File: src/rtl/sd_dfc_pkg.sv
// Shared types and constants for the delayed-flow-control receiver.
package sd_dfc_pkg;

  typedef enum logic {
    FC_STOP = 1'b0,
    FC_GO   = 1'b1
  } fc_state_e;

  localparam int unsigned DROP_CW = 8;

endpackage

File: src/rtl/sd_dfc_rx_chan.sv
// One receive channel: registered force-stop, hysteresis go/stop FSM,
// sticky overflow flag and saturating drop counter.
module sd_dfc_rx_chan
  import sd_dfc_pkg::*;
#(
  parameter int unsigned usz    = 5,
  parameter int unsigned thd_hi = 4,
  parameter int unsigned thd_lo = 2
) (
  input  logic               clk,
  input  logic               rst_n,
  input  logic               force_stop,
  input  logic [usz-1:0]     usage,
  input  logic               pop_vld,
  input  logic               drop,
  input  logic               ovf_clr,
  output logic               fc_n,
  output logic               overflow,
  output logic [DROP_CW-1:0] drop_cnt
);

  fc_state_e          state_q, state_d;
  logic               fs_q;
  logic               ovf_q, ovf_d;
  logic [DROP_CW-1:0] cnt_q, cnt_d;
  logic               at_hi, at_lo;

  assign at_hi = 32'(usage) >= thd_hi;
  assign at_lo = 32'(usage) <= thd_lo;

  always_comb begin
    state_d = state_q;
    case (state_q)
      FC_STOP: if (!fs_q && (at_lo || pop_vld)) state_d = FC_GO;
      FC_GO:   if (fs_q || (at_hi && !pop_vld)) state_d = FC_STOP;
      default: state_d = FC_STOP;
    endcase
  end

  // A drop coincident with a clear leaves exactly that one drop counted.
  always_comb begin
    ovf_d = ovf_q;
    cnt_d = cnt_q;
    if (drop) begin
      ovf_d = 1'b1;
      if (ovf_clr) begin
        cnt_d = DROP_CW'(1);
      end else if (cnt_q != '1) begin
        cnt_d = cnt_q + DROP_CW'(1);
      end
    end else if (ovf_clr) begin
      ovf_d = 1'b0;
      cnt_d = '0;
    end
  end

  always_ff @(posedge clk or negedge rst_n) begin
    if (!rst_n) begin
      fs_q    <= 1'b1;
      state_q <= FC_STOP;
      ovf_q   <= 1'b0;
      cnt_q   <= '0;
    end else begin
      fs_q    <= force_stop;
      state_q <= state_d;
      ovf_q   <= ovf_d;
      cnt_q   <= cnt_d;
    end
  end

  assign fc_n     = (state_q == FC_GO);
  assign overflow = ovf_q;
  assign drop_cnt = cnt_q;

endmodule

File: src/rtl/sd_dfc_rx_mc.sv
// Multi-channel delayed-flow-control receiver: steers link beats to per-channel
// FIFOs and returns a hysteresis-controlled fc_n per channel.
module sd_dfc_rx_mc
  import sd_dfc_pkg::*;
#(
  parameter int unsigned width   = 8,
  parameter int unsigned chans   = 4,
  parameter int unsigned rt_lat  = 8,
  parameter int unsigned thd_hi  = 4,
  parameter int unsigned thd_lo  = 2,
  parameter int unsigned regcout = 1,
  parameter int unsigned regcin  = 1,
  localparam int unsigned cw     = $clog2(chans),
  localparam int unsigned depth  = rt_lat + thd_hi + regcout + regcin + 2,
  localparam int unsigned usz    = $clog2(depth + 1)
) (
  input  logic                     clk,
  input  logic                     rst_n,
  input  logic                     c_vld,
  input  logic [cw-1:0]            c_chan,
  input  logic [width-1:0]         c_data,
  output logic [chans-1:0]         c_fc_n,
  input  logic [chans-1:0]         force_stop,
  output logic [chans-1:0]         f_srdy,
  input  logic [chans-1:0]         f_drdy,
  output logic [width-1:0]         f_data,
  input  logic [chans*usz-1:0]     f_usage,
  input  logic [chans-1:0]         f_pop_vld,
  output logic [chans-1:0]         overflow,
  output logic [chans*DROP_CW-1:0] drop_cnt,
  input  logic [chans-1:0]         ovf_clr,
  output logic                     err_chan
);

  logic             ic_vld;
  logic [cw-1:0]    ic_chan;
  logic [width-1:0] ic_data;
  logic [chans-1:0] fc_int;
  logic             err_q;

  if (regcin != 0) begin : g_regcin
    always_ff @(posedge clk or negedge rst_n) begin
      if (!rst_n) ic_vld <= 1'b0;
      else        ic_vld <= c_vld;
    end
    // Payload and channel id carry no reset; ic_vld qualifies them.
    always_ff @(posedge clk) begin
      ic_chan <= c_chan;
      ic_data <= c_data;
    end
  end else begin : g_nocin
    assign ic_vld  = c_vld & rst_n;
    assign ic_chan = c_chan;
    assign ic_data = c_data;
  end

  assign f_data = ic_data;

  for (genvar i = 0; i < chans; i++) begin : g_chan
    logic hit;
    assign hit       = ic_vld && (ic_chan == cw'(i));
    assign f_srdy[i] = hit;

    sd_dfc_rx_chan #(
      .usz    (usz),
      .thd_hi (thd_hi),
      .thd_lo (thd_lo)
    ) u_chan (
      .clk        (clk),
      .rst_n      (rst_n),
      .force_stop (force_stop[i]),
      .usage      (f_usage[i*usz +: usz]),
      .pop_vld    (f_pop_vld[i]),
      .drop       (hit && !f_drdy[i]),
      .ovf_clr    (ovf_clr[i]),
      .fc_n       (fc_int[i]),
      .overflow   (overflow[i]),
      .drop_cnt   (drop_cnt[i*DROP_CW +: DROP_CW])
    );
  end

  always_ff @(posedge clk or negedge rst_n) begin
    if (!rst_n) err_q <= 1'b0;
    else        err_q <= ic_vld && (32'(ic_chan) >= chans);
  end

  assign err_chan = err_q;

  if (regcout != 0) begin : g_regcout
    logic [chans-1:0] fc_q;
    always_ff @(posedge clk or negedge rst_n) begin
      if (!rst_n) fc_q <= '0;
      else        fc_q <= fc_int;
    end
    assign c_fc_n = fc_q;
  end else begin : g_nocout
    assign c_fc_n = fc_int;
  end

endmodule

File: config.mk
export PLATFORM = sky130hd
export DESIGN_NAME = sd_dfc_rx_mc
export DESIGN_NICKNAME = d
export VERILOG_FILES = /design/src/rtl/sd_dfc_pkg.sv /design/src/rtl/sd_dfc_rx_chan.sv /design/src/rtl/sd_dfc_rx_mc.sv
export SDC_FILE = /design/constraint.sdc
export NUM_CORES = 1
export LEC_CHECK = 0
export CORE_MARGIN = 10
export CORE_UTILIZATION = 40
export DETAILED_ROUTE_END_ITERATION = 7
export MAX_ROUTING_LAYER = met4
export PLACE_DENSITY = 0.87
export SYNTH_ARGS = -nofsm -noshare
export SYNTH_HDL_FRONTEND = slang
export SYNTH_SLANG_ARGS = --single-unit
File: constraint.sdc
create_clock -name clk -period 1.6 [get_ports clk]
set_input_delay 0.24 -clock clk [delete_from_list [all_inputs] [get_ports clk]]
set_output_delay 0.24 -clock clk [all_outputs]
set_load 0.005 [all_outputs]
==> flow_summary.yaml, run 1 <==
outcome:
  status: "complete, but fails checks"
  violations: "setup timing"
global_routing:
  grt_pass1_vias: 2614
  grt_pass1_wl_um: 12250
  grt_max_degree: 25
  overflow: 0
  grt_usage_pct: 15.53
  antenna_found_initial: 0
hold_path:
  holdPathStages: 1
  min_from: "force_stop[2]"
  min_path_type: "in2reg"
  holdPathEnd: "g_chan[2].u_chan.fs_q$_DFF_PN1_"
worst_setup_path:
  path_class: "reg2reg"
  cp_cell_sequence: "buf_6, or4b_4, or4_1, a21oi_2"
  critPathMaxFanout: 4
  max_stage_delay_ns: 0.52
  rr_endpoint: "g_chan[0].u_chan.drop_cnt[6]$_DFFE_PN0P_"
  reg2regPathDepth: 4
  slowest_stage: "or4b_4"
  worst_setup_path_start_kind: "register"
  r2r-start: "ic_chan[1]$_DFF_P_"
  r2r_setup_slack_ns: -0.14
  cp_top_family: "simple AND/OR/NAND/NOR gates"
  cp_data_required_time_ns: 1.86
  critPathBufInv: 1
  end_kind: "register"
  cp.arrival_ns: 1.99
synth:
  ys_async_sr_fraction_pct: 83.05
  yosysUniqueCellTypes: 54
  synth_top_area_share_pct: 42.17
  yosysTopAreaCell: "dfrtp_1"
  synth_ff_type: "dfrtp_1"
  ys_ff_latch: 59
  synth_common_cells: "dfrtp_1 (45), nor2_1 (27), nor3_1 (13)"
  yosys_warnings: 0
  synth_area_per_cell_sq_um: 10.68
  synthCells: 250
  synth_edf_count: 0
  synthTopCellsByArea: "dfrtp_1 (42%), dfxtp_1 (7.5%), dfstp_2 (3.9%)"
  yosysSeqAreaShare_pct: 53.61
  synthesis.nets: 303
  syn_area_sq_um: 2670
  synth_most_common_cell: "dfrtp_1"
die:
  start_util_pct: 41.57
  fp.dieArea_sq_um: 10340
  core_sq_um: 6422
  io_pins: 102
  rows: 29
  die_w_um: 101.7
  die_h_um: 101.7
timing:
  totalNegativeSetupSlack_ns: -0.2764
  rsz0062_at_grt: "yes"
  max_freq_mhz: 576.3
  finalSetupViolations: 5
  fin_ws_ns: -0.1352
  layout_min_cycle_time_ns: 1.735
  drv_slew: 0
  hold_violations: 0
  timing.hold.ws_ns: 0.3017
  fin_worst_skew_ns: 0.01141
  fin_crit_sh_pct: 108.5
clock_tree:
  cts.clk_slew.worst_paths_ns: 0.07
  numCtsBuffers: 9
  clock-root-buffer: "clkbuf_8"
  clk_latency_ns: 0.34
  cts_tree: "done"
  cts_sinks: 59
  cts_buffer_depth: 2
  cts.htree.levels: 3
power_and_ir_drop:
  switchingPower_w: 0.0007662
  seqPwrFrac_pct: 45.1
  comb_power_share_pct: 10.7
  p_sw_share_pct: 22.18
  pwr_density_cell_nw_per_um2: 789.7
  p_leak_nw: 2.032
  p_int_w: 0.002689
  clock_power_share_pct: 44.2
  vdd_ir_drop_max_mv: 0.5772
  finalPower_w: 0.003455
routing:
  wl_per_cell_um: 16.74
  drtIter0Drc: 71
  drc_errors: 0
  drt-pass1-iter-count: 4
  vias: 2525
  via_per_inst: 5.338
  postRouteAntennaNets: 0
  wirelength_um: 7916
cells_and_area:
  area_growth_pct: 63.87
  antenna_cells: 0
  final_nets: 444
  drive_above_1_share_pct: 25.00
place:
  hpwl_um: 5860
  place_ws_ns: -0.2672
  port_buffers: 100
  gp_congestion: 0.8972
run:
  timing.max_cap.violations: 0
## metal layers
| layer | up-vias | global-route usage (%) | wire length [um] |
|---|---|---|---|
| met5 | - | - | 0 |
| met4 | 0 | 6.491 | 138 |
| met3 | 14 | 5.242 | 587 |
| met2 | 106 | 24.65 | 3859 |
| met1 | 1229 | 17.56 | 3331 |
| li1 | 1176 | - | - |
## cell usage in the layout (no fill, tap or decap), drive strengths merged, types with 9 or more instances in the layout
cell and instances:
nor2 27, nor3 13, xor2 9, nand2 10
a21oi 11, clkbuf 11, buf 48, clkdlybuf4s50 85
dfxtp 10, nand3 10, dfrtp 45
## state kept, by name (all words and copies together) (netlist names)
signal and flops:
c_fc_n 4, ic_vld 1, f_data 8, g_chan.u_chan.overflow 4, g_chan.u_chan.fc_n 4, g_chan.u_chan.drop_cnt 32, ic_chan 2, g_chan.u_chan.fs_q 4
## cell families after synthesis
family                   count (synthesis)  synth area share, %
AO/OA/AOI/OAI                           42                10.68
XOR/XNOR                                10                3.280
adder cells (fa/ha/maj)                  4                1.874
buffers and inverters                   24                5.155
flip-flops                              59                53.61
multiplexers                             8                3.046
other                                    1               0.1404
AND/OR/NAND/NOR                        102                22.21
## through the flow
step | utilization [%] | cells | area [sq um]
3_5_place_dp | 60.92 | 442 | 3913
2_1_floorplan | - | 250 | 2679
4_1_cts | 65.87 | 468 | 4230
3_3_place_gp | 60.92 | 442 | 3913
5_1_grt | 68.13 | 473 | 4375
6_report | 68.13 | 473 | 4375
## how the worst max path moves through the flow
| stage | start | end | slack (ns) | depth (start not counted) |
|---|---|---|---|---|
| floorplan | g_chan[0].u_chan.drop_cnt[0]$_DFFE_PN0P_ | g_chan[0].u_chan.drop_cnt[5]$_DFFE_PN0P_ | 0.01 | 5 |
| global placement | f_drdy[0] | g_chan[0].u_chan.drop_cnt[6]$_DFFE_PN0P_ | -0.25 | 4 |
| detailed placement | f_drdy[0] | g_chan[0].u_chan.drop_cnt[6]$_DFFE_PN0P_ | -0.27 | 4 |
| CTS | ic_chan[1]$_DFF_P_ | g_chan[0].u_chan.drop_cnt[6]$_DFFE_PN0P_ | -0.09 | 4 |
| global route | ic_chan[1]$_DFF_P_ | g_chan[0].u_chan.drop_cnt[6]$_DFFE_PN0P_ | -0.17 | 4 |
| finish | ic_chan[1]$_DFF_P_ | g_chan[0].u_chan.drop_cnt[6]$_DFFE_PN0P_ | -0.14 | 4 |
## area by class of cell
class                           count  area (sq um)
Clock buffer                       10         137.6
Clock inverter                      6         88.84
Fill cell                         471          2047
Inverter                            7         26.28
Multi-Input combinational cell    168          1204
Sequential cell                    59          1444
Tap cell                           77         96.34
Timing Repair Buffer              146          1379
## power by group through the flow
stage	clock (W)	combinational [W]	sequential, W
2_1_floorplan	0	0.0000898	0.00159
3_3_place_gp	0	0.000331	0.00159
3_5_place_dp	0	0.000339	0.00159
4_1_cts	0.00157	0.000360	0.00156
5_1_grt	0.00164	0.000401	0.00156
6_report	0.00153	0.000369	0.00156
## what timing repair did
item / in CTS / in global routing
endpoints found under the setup margin: 21 / 30
hold buffers: 1 / 0
pin swaps: 2 / 7
gates cloned: 0 / 1
buffers inserted: 10 / 4
hold endpoints to repair: 13 / 0
gates resized for setup: 22 / 31
No activity file was read; power rests on OpenSTA's default activity.
==> inputs of run 2 (changes only) <==
ABC_CLOCK_PERIOD_IN_PS = 1600   (was unset)
==> results of run 2 <==
The final DEF is identical to that of run 1; final timing and power are the same.
